**src/rtl/bw_loader_pkg.sv**
```systemverilog
// Shared types and frame geometry for the black/white frame loader.
package bw_loader_pkg;
  localparam int WORDS_PER_FRAME = 512;
  localparam int PIX_PER_WORD    = 32;
  localparam int ADDR_W          = 9;

  typedef enum logic [1:0] {
    ST_IDLE,
    ST_FILL,
    ST_HANDOFF,
    ST_WAIT_ACK
  } state_e;
endpackage

```
**src/rtl/bw_pix_packer.sv**
```systemverilog
// Packs a 1-bit pixel stream LSB-first into 32-bit words; word_o is the word including the current pixel.
module bw_pix_packer
  import bw_loader_pkg::*;
(
  input  logic        clk_i,
  input  logic        rst_ni,
  input  logic        en_i,
  input  logic        clr_i,
  input  logic        pix_i,
  output logic [31:0] word_o,
  output logic        word_done_o
);
  logic [4:0]  cnt_q;
  logic [4:0]  cnt_d;
  logic [31:0] word_q;
  logic [31:0] word_d;

  // A clear restarts the word with this pixel as bit 0.
  always_comb begin
    word_d = word_q;
    cnt_d  = cnt_q;
    if (en_i) begin
      if (clr_i) begin
        word_d    = '0;
        word_d[0] = pix_i;
        cnt_d     = 5'd1;
      end else begin
        word_d[cnt_q] = pix_i;
        cnt_d         = cnt_q + 5'd1;
      end
    end
  end

  assign word_o      = word_d;
  assign word_done_o = en_i && !clr_i && (cnt_q == 5'(PIX_PER_WORD - 1));

  always_ff @(posedge clk_i or negedge rst_ni) begin
    if (!rst_ni) cnt_q <= '0;
    else         cnt_q <= cnt_d;
  end

  always_ff @(posedge clk_i) begin
    word_q <= word_d;
  end
endmodule

```
**src/rtl/bw_frame_loader.sv**
```systemverilog
// Streams binarized pixels into SoC word memory, then waits for the SoC to ack the frame.
// Optional BW_LOADER_STATS_EN adds frame_cnt_o / abort_cnt_o statistics counters.
module bw_frame_loader
  import bw_loader_pkg::*;
#(
  parameter logic [31:0] ACK_MASK = 32'h0000_0001,
  parameter int          WORDS    = 512
) (
  input  logic              clk_clk,
  input  logic              reset_reset_n,
  input  logic              pix_valid_i,
  input  logic              pix_i,
  input  logic              pix_sof_i,
  output logic              pix_ready_o,
  output logic [31:0]       bw_in_o,
  output logic [ADDR_W-1:0] addr_in_o,
  output logic              bw_we_o,
  input  logic [31:0]       soc_status_i,
  output logic              frame_rdy_o
`ifdef BW_LOADER_STATS_EN
  ,
  output logic [15:0]       frame_cnt_o,
  output logic [15:0]       abort_cnt_o
`endif
);
  localparam logic [ADDR_W-1:0] LAST_ADDR = ADDR_W'(WORDS - 1);

  state_e            state_q, state_d;
  logic              pix_ready_q, pix_ready_d;
  logic              frame_rdy_q, frame_rdy_d;
  logic [31:0]       bw_in_q;
  logic [ADDR_W-1:0] addr_in_q;
  logic [ADDR_W-1:0] wr_addr_q;
  logic              bw_we_q;

  logic        accept, sof_acc, pk_en, word_done, last_word, ack;
  logic [31:0] pk_word;

  assign accept    = pix_valid_i && pix_ready_q;
  assign sof_acc   = accept && pix_sof_i;
  assign pk_en     = accept && (pix_sof_i || state_q == ST_FILL);
  assign last_word = word_done && (wr_addr_q == LAST_ADDR);
  assign ack       = (soc_status_i & ACK_MASK) != '0;

  bw_pix_packer u_packer (
    .clk_i       (clk_clk),
    .rst_ni      (reset_reset_n),
    .en_i        (pk_en),
    .clr_i       (sof_acc),
    .pix_i       (pix_i),
    .word_o      (pk_word),
    .word_done_o (word_done)
  );

  always_comb begin
    state_d     = state_q;
    frame_rdy_d = frame_rdy_q;
    unique case (state_q)
      ST_IDLE:     if (sof_acc) state_d = ST_FILL;
      // Leave FILL on the strobe of the last word so the write completes first.
      ST_FILL:     if (bw_we_q && addr_in_q == LAST_ADDR) state_d = ST_HANDOFF;
      ST_HANDOFF: begin
        frame_rdy_d = 1'b1;
        state_d     = ST_WAIT_ACK;
      end
      ST_WAIT_ACK: if (ack) begin
        frame_rdy_d = 1'b0;
        state_d     = ST_IDLE;
      end
      default:     state_d = ST_IDLE;
    endcase
    // Stop accepting as soon as the final pixel is taken.
    pix_ready_d = (state_d == ST_IDLE || state_d == ST_FILL) && !last_word;
  end

  always_ff @(posedge clk_clk or negedge reset_reset_n) begin
    if (!reset_reset_n) begin
      state_q     <= ST_IDLE;
      pix_ready_q <= 1'b0;
      frame_rdy_q <= 1'b0;
      bw_in_q     <= '0;
      addr_in_q   <= '0;
      wr_addr_q   <= '0;
      bw_we_q     <= 1'b0;
    end else begin
      state_q     <= state_d;
      pix_ready_q <= pix_ready_d;
      frame_rdy_q <= frame_rdy_d;
      bw_we_q     <= word_done;
      if (word_done) begin
        bw_in_q   <= pk_word;
        addr_in_q <= wr_addr_q;
      end
      if (sof_acc)        wr_addr_q <= '0;
      else if (word_done) wr_addr_q <= wr_addr_q + 1'b1;
    end
  end

`ifdef BW_LOADER_STATS_EN
  logic [15:0] frame_cnt_q, abort_cnt_q;

  always_ff @(posedge clk_clk or negedge reset_reset_n) begin
    if (!reset_reset_n) begin
      frame_cnt_q <= '0;
      abort_cnt_q <= '0;
    end else begin
      if (state_d == ST_HANDOFF && state_q != ST_HANDOFF) frame_cnt_q <= frame_cnt_q + 16'd1;
      if (sof_acc && state_q == ST_FILL)                  abort_cnt_q <= abort_cnt_q + 16'd1;
    end
  end

  assign frame_cnt_o = frame_cnt_q;
  assign abort_cnt_o = abort_cnt_q;
`endif

  assign pix_ready_o = pix_ready_q;
  assign frame_rdy_o = frame_rdy_q;
  assign bw_in_o     = bw_in_q;
  assign addr_in_o   = addr_in_q;
  assign bw_we_o     = bw_we_q;
endmodule
```
**config.mk**
```make
export PLATFORM = sky130hd
export DESIGN_NAME = bw_frame_loader
export DESIGN_NICKNAME = d
export VERILOG_FILES = /design/src/rtl/bw_loader_pkg.sv /design/src/rtl/bw_pix_packer.sv /design/src/rtl/bw_frame_loader.sv
export SDC_FILE = /design/constraint.sdc
export NUM_CORES = 1
export LEC_CHECK = 0
export BUFFER_PORTS_ARGS = -buffer_cell sky130_fd_sc_hd__clkbuf_2
export CORE_MARGIN = 4
export CORE_UTILIZATION = 40
export CTS_BUF_LIST = sky130_fd_sc_hd__clkbuf_8
export CTS_CLUSTER_SIZE = 40
export DETAILED_ROUTE_END_ITERATION = 6
export SYNTH_ARGS = -nofsm -noshare
export SYNTH_HDL_FRONTEND = slang
export SYNTH_SLANG_ARGS = --single-unit
```
**constraint.sdc**
```tcl
create_clock -name clk_clk -period 1.8 [get_ports clk_clk]
set_input_delay 0.54 -clock clk_clk [delete_from_list [all_inputs] [get_ports clk_clk]]
set_output_delay 0.54 -clock clk_clk [all_outputs]
set_load 0.03 [all_outputs]
```
==> results of run 1 <==
-- report_power, final --
| part | switching [mW] | internal, mW | leakage (nW) |
|---|---|---|---|
| Clock | 0.725 | 0.777 | 0.108 |
| Sequential | 0.0771 | 2.11 | 1.08 |
| Combinational | 0.482 | 0.367 | 1.11 |
| Total | 1.28 | 3.26 | 2.30 |
-- final cells by class --
class | instances | area [sq um]
clock buffers | 9 | 123.9
clock inverters | 7 | 91.34
fillers | 826 | 4232
inverters | 5 | 31.28
multi-input cells | 215 | 1864
flip-flops and latches | 92 | 2146
well taps | 129 | 161.4
repair buffers | 97 | 721.9
-- timing repair --
item                       4_1_cts  5_1_grt
setup endpoints to repair       37       43
pin swaps                        2        8
gates resized for setup         12       80
setup buffers                    1        5
cloned                           0        4
-- metal layers --
metal / wire [um] / GRT usage (%) / vias up
met5: 0 / 0 / -
met4: 141 / 4.201 / 0
met3: 390 / 4.877 / 12
met2: 4641 / 26.66 / 56
met1: 4454 / 22.59 / 1480
li1: - / - / 1421
-- logic make-up after synthesis --
| logic type | Yosys count | share of synthesized area [%] |
|---|---|---|
| AO/OA/AOI/OAI | 78 | 15.71 |
| XOR/XNOR | 5 | 1.125 |
| adder cells (fa/ha/maj) | 7 | 2.249 |
| buffers and inverters | 30 | 4.145 |
| flip-flops | 92 | 55.01 |
| multiplexers | 34 | 9.897 |
| AND/OR/NAND/NOR | 91 | 11.86 |
-- cells in the final DEF, fill, tap and decap left out, types with 2 or more instances in the layout --
cell	n
sky130_fd_sc_hd__nor2_1	10
sky130_fd_sc_hd__dfrtp_2	3
sky130_fd_sc_hd__mux2_4	13
sky130_fd_sc_hd__xnor2_1	4
sky130_fd_sc_hd__buf_12	3
sky130_fd_sc_hd__nand4b_1	2
sky130_fd_sc_hd__clkbuf_2	49
sky130_fd_sc_hd__a22o_1	4
sky130_fd_sc_hd__nand2_1	41
sky130_fd_sc_hd__o311ai_1	22
sky130_fd_sc_hd__ha_4	3
sky130_fd_sc_hd__dfxtp_1	32
sky130_fd_sc_hd__o311ai_2	7
sky130_fd_sc_hd__o21ai_0	6
sky130_fd_sc_hd__nand2b_4	3
sky130_fd_sc_hd__inv_2	2
sky130_fd_sc_hd__nand2b_2	3
sky130_fd_sc_hd__clkinvlp_4	2
sky130_fd_sc_hd__nand3_1	8
sky130_fd_sc_hd__nand2_2	3
sky130_fd_sc_hd__o31ai_2	4
sky130_fd_sc_hd__bufinv_16	2
sky130_fd_sc_hd__o311ai_0	2
sky130_fd_sc_hd__buf_8	2
sky130_fd_sc_hd__ha_1	2
sky130_fd_sc_hd__o31ai_1	28
sky130_fd_sc_hd__buf_4	37
sky130_fd_sc_hd__ha_2	2
sky130_fd_sc_hd__buf_6	3
sky130_fd_sc_hd__nand4_1	4
sky130_fd_sc_hd__inv_1	4
sky130_fd_sc_hd__mux2_2	20
sky130_fd_sc_hd__clkbuf_8	9
sky130_fd_sc_hd__nand3b_2	2
sky130_fd_sc_hd__a21o_1	2
sky130_fd_sc_hd__nor4_4	3
sky130_fd_sc_hd__dfrtp_1	57
sky130_fd_sc_hd__nor3_1	2
sky130_fd_sc_hd__clkbuf_16	3
-- registers in the layout, indices dropped and copies added, names as in the netlist --
register,flops
u_packer.word_q,32
pix_ready_o,1
bw_we_o,1
u_packer.cnt_q,5
wr_addr_q,9
addr_in_o,9
state_q,2
bw_in_o,32
frame_rdy_o,1
-- worst register-to-register path, stage by stage, from the launching register on --
cell and delay, ns:
sky130_fd_sc_hd__dfrtp_2 0.48, sky130_fd_sc_hd__ha_4 0.20, sky130_fd_sc_hd__and3_4 0.18, sky130_fd_sc_hd__ha_4 0.17, sky130_fd_sc_hd__nand3_4 0.11, sky130_fd_sc_hd__clkinv_8 0.10, sky130_fd_sc_hd__clkbuf_16 0.18, sky130_fd_sc_hd__mux2_4 0.30
-- path summary, 6_finish.rpt --
kind	startpoint	to	slack (ns)	depth (start not counted)
worst max register to register	u_packer.cnt_q[0]	bw_in_o[22]	-0.03	7
worst min-delay path	reset_reset_n	bw_in_o[6]	0.18	2
max in group asynchronous	reset_reset_n	pix_ready_o	1.34	2
min in group clk_clk	pix_i	u_packer.word_q[0]	0.45	2
worst max-delay path	u_packer.cnt_q[0]	bw_in_o[22]	-0.03	7
worst min register to register	frame_rdy_o	frame_rdy_o	0.48	2
-- stage by stage --
step | hold slack, ns | util (%) | instances
after floorplan | 0.2444 | - | 337
after global placement | 0.4567 | 48.04 | 528
after detailed placement | 0.4582 | 48.04 | 528
after CTS | 0.1874 | 50.71 | 545
after global routing | 0.1904 | 54.85 | 554
final | 0.1849 | 54.85 | 554
==> summary.md, run 1 <==
| Metric | Value |
|---|---|
| Most area-hungry cell type in the Yosys netlist | `sky130_fd_sc_hd__dfrtp_1` |
| Hold buffers post-CTS | `0` |
| Syn avg cell area | `11.55 sq um` |
| Async set or reset register ratio after synthesis | `65.22%` |
| Violations in the final reports | `setup timing` |
| Standard cell core area | `0.009371 sq mm` |
| Area after detailed placement | `0.004502 sq mm` |
| Most numerous cell on the critical path | `sky130_fd_sc_hd__ha_4` |
| Worst path max stage delay | `0.48 ns` |
| Clock latency on the worst-skew pair | `0.36 ns` |
| Maximum number of pins on one net before global-route repair | `61` |
| Post-CTS clock slew at the launch and capture registers of the worst setup and hold paths | `0.09 ns` |
| Die span in x | `106.7 um` |
| CP Data Required Time | `2.05 ns` |
| Slew at the pin closest to its max-slew limit | `0.3763 ns` |
| CP endpoint kind | `flip-flop` |
| Top Family by Delay on Critical Path | `flip-flops` |
| Number of rows in the core area | `35` |
| Number of hold violations in the final report | `0` |
| Total nets after synthesis | `381` |
| Slowest CP cell | `sky130_fd_sc_hd__dfrtp_2` |
| CTS H-Tree Depth | `3` |
| Cell breakdown of the critical path | `ha_4 > and3_4 > ha_4 > nand3_4 > clkinv_8 > clkbuf_16 > mux2_4` |
| Wire length of the first global-routing pass | `15.32 mm` |
| Starting density of the core | `41.55%` |
| Initial DRC Count | `145` |
| Primary flip-flop cell chosen by synthesis mapping | `sky130_fd_sc_hd__dfrtp_1` |
| Category of the most critical setup path | `reg -> reg` |
| CP bufs+invs | `2` |
| Die area | `0.01138 sq mm` |
| Total routing usage reported by global routing | `16.78%` |
| Pleak | `2.298 nW` |
| Antenna violations before repair | `0` |
| Total power divided by cell area | `883.7 mW/mm^2` |
| Most common cell in the synthesized netlist | `sky130_fd_sc_hd__dfrtp_1` |
| Ports placed on the boundary | `81` |
| Hold Crit Class | `in -> async` |
| Worst clock skew on the final layout | `0.006826 ns` |
| Number of global-route vias before repair | `3,114` |
| Final GP Congestion | `0.8129` |
| Unrepaired setup endpoints after global routing | `true` |
| Count of pins over their slew limit | `0` |
| Max FO, Critical Path | `7` |
| IR drop worst, VDD | `0.4819 mV` |
| Cell count after synthesis | `337` |
| Share of the synthesized area in the top cell type | `38.56%` |
| EDFF count, synth | `0` |
| Ratio of cells with drive above 1 in the final layout | `43.76%` |
| Buffers on Ports | `49` |
| Bufs on Longest Clock Path | `2` |
| Worst endpoint data arrival time | `2.08 ns` |
| Number of nets with antenna violations after detailed routing | `0` |
| Final critical path time including I/O delays and setup | `1.829 ns` |
| Setup TNS Final | `-0.1791 ns` |
| Net count of the finished layout | `464` |
| Number of design rule violations left after detail routing | `0` |
| Die height | `106.7 um` |
| Number of sinks on the clock net | `92` |
| Final number of setup-violating endpoints | `15` |
| Half-perimeter wire length after detailed placement | `5.974 mm` |
| Count of yosys warnings during synthesis | `0` |
| Vias per cell | `5.359` |
| Worst setup timing slack at the placement stage | `-0.1814 ns` |
| CTS tree | `done` |
| Wirelength, routed | `9.628 mm` |
| Total inserted antenna cells | `0` |
| Cts bufs inserted | `9` |
| Number of distinct standard cells referenced by the synthesized netlist | `39` |
| Most frequent cells after synthesis | `sky130_fd_sc_hd__dfrtp_1 (60), sky130_fd_sc_hd__nand2_1 (45), sky130_fd_sc_hd__dfxtp_1 (32), sky130_fd_sc_hd__mux2_2 (32), sky130_fd_sc_hd__o31ai_1 (32)` |
| Most area-consuming cells after synthesis | `sky130_fd_sc_hd__dfrtp_1 (39%), sky130_fd_sc_hd__dfxtp_1 (16%), sky130_fd_sc_hd__mux2_2 (9.3%)` |
| Aggregate global routing overflow | `0` |
| Slack of the critical path | `-0.02858 ns` |
| Maxcap violations | `0` |
| Clock tree root buffer cell | `sky130_fd_sc_hd__clkbuf_8` |
| Area of all placed cells without fillers | `0.005140 sq mm` |
| Period utilization | `101.6%` |
| Area of the mapped netlist | `0.003894 sq mm` |
| Via total after detailed routing | `2,969` |
| Result of the run | `complete, but fails checks` |
| Maximum achievable frequency | `0.5469 GHz` |
| First drt pass iteration count | `4` |
| Synth Register Bits | `92` |
| Area growth from synthesis to layout | `32.01%` |
| Relative slew slack | `74.70%` |
| Average wire length per cell after detail routing | `17.38 um` |
| Sequential fraction of the synthesis area | `55.01%` |
| Overall power | `4.542 mW` |
| Startpoint Class | `flip-flop` |
(Power assumes the default switching activity.)
==> inputs of run 2 (changes only) <==
SETUP_SLACK_MARGIN = 0.02   (was not set)
==> run 2 against run 1 <==
  * The flow still finishes with violations (setup timing)
  * Sequential share of layout area up 0.42 points
  * Non-clock buffer count up 2
  * Flip-flop and latch count unchanged
  * Clock skew up 0.0029 ns
  * Critical path type unchanged
  * Largest cell class unchanged
==> summary.md, run 2 (synthesized netlist as in run 1, its figures left out) <==
| Metric | Value |
|---|---|
| Wire length of the first global-routing pass | `15.75 mm` |
| Via total after detailed routing | `3,095` |
| Cell breakdown of the critical path | `buf_4 > nand2b_1 > o311ai_1 > o31ai_1 > mux2_2` |
| Worst endpoint data arrival time | `2.15 ns` |
| Worst path max stage delay | `0.42 ns` |
| Most frequent standard cell in the layout excluding fill and tap cells | `sky130_fd_sc_hd__dfrtp_1` |
| Result of the run | `complete, but fails checks` |
| Launch instance of the worst register-to-register path | `u_packer.cnt_q[3]` |
| Clock latency on the worst-skew pair | `0.37 ns` |
| Post-CTS clock slew at the launch and capture registers of the worst setup and hold paths | `0.11 ns` |
| Final number of setup-violating endpoints | `9` |
| Vias per cell | `5.567` |
| Number of nets with antenna violations after detailed routing | `0` |
| Overall power | `4.414 mW` |
| Clock tree root buffer cell | `sky130_fd_sc_hd__clkbuf_8` |
| Reg-to-reg setup timing slack | `-0.09 ns` |
| Final GP Congestion | `0.7860` |
| Number of design rule violations left after detail routing | `0` |
| Die height | `106.7 um` |
| Wirelength, routed | `9.913 mm` |
| Buffers on Ports | `49` |
| Ratio of cells with drive above 1 in the final layout | `43.56%` |
| IR drop worst, VDD | `0.4768 mV` |
| Category of the most critical setup path | `reg -> reg` |
| Worst flop-to-flop path endpoint | `bw_in_o[23]` |
| Max FO, Critical Path | `8` |
| Slack of the critical path | `-0.09051 ns` |
| Number of global-route vias before repair | `3,131` |
| Count of pins over their slew limit | `0` |
| Die span in x | `106.7 um` |
| Highest-count cells in the layout ignoring fill and taps | `sky130_fd_sc_hd__dfrtp_1 (56), sky130_fd_sc_hd__clkbuf_2 (49), sky130_fd_sc_hd__nand2_1 (43)` |
| Total routing usage reported by global routing | `17.29%` |
| CP Data Required Time | `2.06 ns` |
| Maximum achievable frequency | `0.5290 GHz` |
| Number of hold violations in the final report | `0` |
| Maximum number of pins on one net before global-route repair | `61` |
| Worst Reg2Reg Path Length in Cells | `5` |
| Bufs on Longest Clock Path | `2` |
| CTS H-Tree Depth | `3` |
| Total inserted antenna cells | `0` |
| Initial DRC Count | `148` |
| Worst clock skew on the final layout | `0.009704 ns` |
| CTS tree | `done` |
| Total power divided by cell area | `867.1 mW/mm^2` |
| Fraction of the core area covered by cells at the end of the flow | `54.33%` |
| Maxcap violations | `0` |
| Final critical path time including I/O delays and setup | `1.891 ns` |
| Unrepaired setup endpoints after global routing | `true` |
| Antenna violations before repair | `0` |
| Startpoint Class | `flip-flop` |
| Period utilization | `105.0%` |
| Average wire length per cell after detail routing | `17.83 um` |
| First drt pass iteration count | `4` |
| Aggregate global routing overflow | `0` |
| CP endpoint kind | `flip-flop` |
| Cts bufs inserted | `9` |
| Half-perimeter wire length after detailed placement | `6.147 mm` |
| Hold buffers post-CTS | `0` |
| Number of sinks on the clock net | `92` |
| Ports placed on the boundary | `81` |
| Net count of the finished layout | `466` |
| Standard cell core area | `0.009371 sq mm` |
| Starting density of the core | `41.55%` |
| Slowest CP cell | `sky130_fd_sc_hd__dfrtp_1` |
| Relative slew slack | `67.95%` |
| Violations in the final reports | `setup timing` |
| Slew at the pin closest to its max-slew limit | `0.4767 ns` |
| Pleak | `2.265 nW` |
| Hold Crit Class | `in -> async` |
| Area growth from synthesis to layout | `30.75%` |
| Number of rows in the core area | `35` |
| Die area | `0.01138 sq mm` |
run 2: cell types whose count changed in the layout (fill, tap and decap cells not counted), sizes merged:
cell	before	now
clkinv	1	4
bufinv	2	0
clkinvlp	2	1
buf	45	47
run 2: worst max path at each step:
stage,start,cells after the start,end
after floorplan,u_packer.cnt_q[0],8,bw_in_o[0]
after global placement,pix_valid_i,6,bw_in_o[8]
after detailed placement,pix_valid_i,6,bw_in_o[15]
after CTS,u_packer.cnt_q[0],7,wr_addr_q[5]
after global routing,u_packer.cnt_q[3],5,bw_in_o[23]
final,u_packer.cnt_q[3],5,bw_in_o[23]
run 2: area by class of cell:
class	instances	area, sq um
clock inverters	7	70.07
fillers	867	4280
inverters	5	31.28
multi-input cells	215	1808
well taps	129	161.4
clock buffers	9	123.9
flip-flops and latches	92	2147
repair buffers	99	749.5
run 2: routing by layer:
metal,wire (um),track usage [%],vias up
met5,0,0,-
met1,4456,22.80,1560
met3,421,4.816,11
li1,-,-,1432
met2,4920,28.10,92
met4,115,4.475,0
run 2: what timing repair did:
item                                    4_1_cts  5_1_grt
cloned                                        1        3
endpoints found under the setup margin       37       38
pin swaps                                     7        7
setup buffers                                 1        5
resized for setup                            37       36
run 2: through the flow:
step	cells	area, sq um	hold slack (ns)	setup WS (ns)	setup TNS [ns]
2_1_floorplan	337	3923	0.2444	0.02195	0
3_3_place_gp	530	4524	0.4581	-0.1527	-3.744
3_5_place_dp	530	4524	0.4597	-0.1752	-4.361
4_1_cts	548	4820	0.1792	-0.03857	-0.08098
5_1_grt	556	5091	0.1786	-0.1882	-2.338
6_report	556	5091	0.1680	-0.09051	-0.2454
run 2: power breakdown:
group          internal (mW)  switching [mW]  total [mW]  leakage (nW)
registers               2.12          0.0664        2.18          1.07
logic                  0.359           0.504       0.863          1.10
clock network          0.538           0.831        1.37        0.0951
total                   3.01            1.40        4.41          2.27
run 2: critical path: cells and delay by family, from the launching register on:
| kind | cells | cell delay, ns |
|---|---|---|
| compound gates | 2 | 0.58 |
| buf+inv | 1 | 0.18 |
| flops | 1 | 0.42 |
| mux | 1 | 0.30 |
| simple gates | 1 | 0.31 |
==> inputs of run 3 (changes only) <==
clock period = 2.3 ns   (was 1.8 ns; I/O delays follow)
==> run 3 against run 2 <==
  * The flow now finishes without violations
  * Register-to-register slack better by 0.41 ns
  * Clock-buffer cell count is 1 higher
  * Worst setup slack better by 0.41 ns
  * Largest cell class unchanged
==> summary.md, run 3 (synthesized netlist as in run 1, its figures left out) <==
| Metric | Value |
|---|---|
| Relative slew slack | `71.53%` |
| Wirelength, routed | `8.279 mm` |
| Number of hold violations in the final report | `0` |
| Unrepaired setup endpoints after global routing | `false` |
| Wire length of the first global-routing pass | `13.83 mm` |
| Number of rows in the core area | `35` |
| Final-layout fill cell count | `880` |
| Storage cell area | `0.002142 sq mm` |
| Total power divided by cell area | `727.5 mW/mm^2` |
| Slew at the pin closest to its max-slew limit | `0.4270 ns` |
| Die area | `0.01138 sq mm` |
| Total of cells resized after clock tree synthesis | `0` |
| Cts bufs inserted | `9` |
| Setup TNS Final | `0 ns` |
| Hold buffers post-CTS | `0` |
| Area growth from synthesis to layout | `14.94%` |
| Number of global-route vias before repair | `2,760` |
| Net count of the finished layout | `425` |
| Antenna violations before repair | `0` |
| Hold Crit Class | `in -> async` |
| Cell breakdown of the critical path | `ha_1 > and3_1 > ha_1 > nand3_2 > inv_2 > buf_12 > mux2_2` |
| Fraction of the core area covered by cells at the end of the flow | `47.76%` |
| Final critical path time including I/O delays and setup | `1.976 ns` |
| Initial DRC Count | `208` |
| CP Data Required Time | `2.54 ns` |
| Worst clock skew on the final layout | `0.007261 ns` |
| CP bufs+invs | `2` |
| Die height | `106.7 um` |
| Number of design rule violations left after detail routing | `0` |
| Number of sinks on the clock net | `92` |
| Overall power | `3.256 mW` |
| Bufs on Longest Clock Path | `2` |
| First drt pass iteration count | `4` |
| Average wire length per cell after detail routing | `16.08 um` |
| Via total after detailed routing | `2,783` |
| Half-perimeter wire length after detailed placement | `5.493 mm` |
| Most frequent standard cell in the layout excluding fill and tap cells | `sky130_fd_sc_hd__dfrtp_1` |
| Most numerous cell on the critical path | `sky130_fd_sc_hd__ha_1` |
| Period utilization | `85.93%` |
| Maxcap violations | `0` |
| Max FO, Critical Path | `38` |
| Ratio of cells with drive above 1 in the final layout | `29.02%` |
| Number of nets with antenna violations after detailed routing | `0` |
| CP endpoint kind | `flip-flop` |
| Maximum achievable frequency | `0.5060 GHz` |
| Buffers on Ports | `49` |
| Starting density of the core | `41.55%` |
| Final number of setup-violating endpoints | `0` |
| Final GP Congestion | `0.7708` |
| Startpoint Class | `flip-flop` |
| Result of the run | `finished clean` |
| Maximum number of pins on one net before global-route repair | `61` |
| Worst endpoint data arrival time | `2.21 ns` |
| Clock tree root buffer cell | `sky130_fd_sc_hd__clkbuf_8` |
| CTS H-Tree Depth | `3` |
| Post-CTS clock slew at the launch and capture registers of the worst setup and hold paths | `0.09 ns` |
| Count of pins over their slew limit | `0` |
| Standard cell core area | `0.009371 sq mm` |
| Top Family by Delay on Critical Path | `flip-flops` |
| CTS tree | `done` |
| Multi-input gate area | `0.001590 sq mm` |
| Total inserted antenna cells | `0` |
| Total routing usage reported by global routing | `15.32%` |
| Die span in x | `106.7 um` |
| Worst path max stage delay | `0.45 ns` |
| IR drop worst, VDD | `0.3598 mV` |
| Vias per cell | `5.404` |
| Slowest CP cell | `sky130_fd_sc_hd__dfrtp_1` |
| Highest-count cells in the layout ignoring fill and taps | `sky130_fd_sc_hd__dfrtp_1 (60), sky130_fd_sc_hd__clkbuf_2 (49), sky130_fd_sc_hd__nand2_1 (45)` |
| Pleak | `2.042 nW` |
| Number of buffers added for setup after CTS | `0` |
| Category of the most critical setup path | `reg -> reg` |
| Ports placed on the boundary | `81` |
| Aggregate global routing overflow | `0` |
| Clock latency on the worst-skew pair | `0.35 ns` |
==> run 3: worst paths after layout <==
check | startpoint | to | slack [ns] | cells past startpoint
worst max-delay path | u_packer.cnt_q[0] | bw_in_o[21] | 0.32 | 7
worst min-delay path | reset_reset_n | addr_in_o[5] | 0.34 | 2
worst max register to register | u_packer.cnt_q[0] | bw_in_o[21] | 0.32 | 7
worst min register to register | u_packer.word_q[0] | u_packer.word_q[0] | 0.48 | 1
max in group asynchronous | reset_reset_n | bw_in_o[17] | 1.70 | 2
min in group clk_clk | u_packer.word_q[0] | u_packer.word_q[0] | 0.48 | 1
==> run 3: worst reg2reg max path: cells and delay by family, from the launching register on <==
family	cells	cell delay, ns
AND/OR/NAND/NOR	2	0.29
adder cells (fa/ha/maj)	2	0.46
flip-flops	1	0.45
multiplexers	1	0.39
buffers and inverters	2	0.30
==> run 3: routing by layer <==
metal,wire length [um],vias up,track usage [%]
met5,0,-,0
met4,103,0,5.205
met3,348,7,3.251
met2,3921,62,24.42
met1,3906,1368,20.77
li1,-,1346,-
==> run 3: area by class of cell <==
type	instances	share of cell area [%]
clock buffers	10	3.075
inverters	5	0.4193
flip-flops and latches	92	47.86
multi-input cells	215	35.53
clock inverters	6	1.957
well taps	129	3.606
repair buffers	58	7.548
==> run 3: metrics by stage <==
stage / instance area [sq um] / worst slack [ns] / instances / hold slack, ns
floorplan: 3894 / 0.4239 / 337 / 0.3944
global placement: 4250 / 0.1014 / 499 / 0.4576
detailed placement: 4250 / 0.09824 / 499 / 0.4570
CTS: 4476 / 0.3162 / 515 / 0.3431
global route: 4476 / 0.1167 / 515 / 0.3604
finish: 4476 / 0.3236 / 515 / 0.3432
==> run 3: power breakdown <==
part / internal [mW] / total, mW / switching [mW]
clock: 0.642 / 1.21 / 0.563
sequential: 1.65 / 1.70 / 0.0482
combinational: 0.0973 / 0.351 / 0.254
total: 2.39 / 3.26 / 0.865
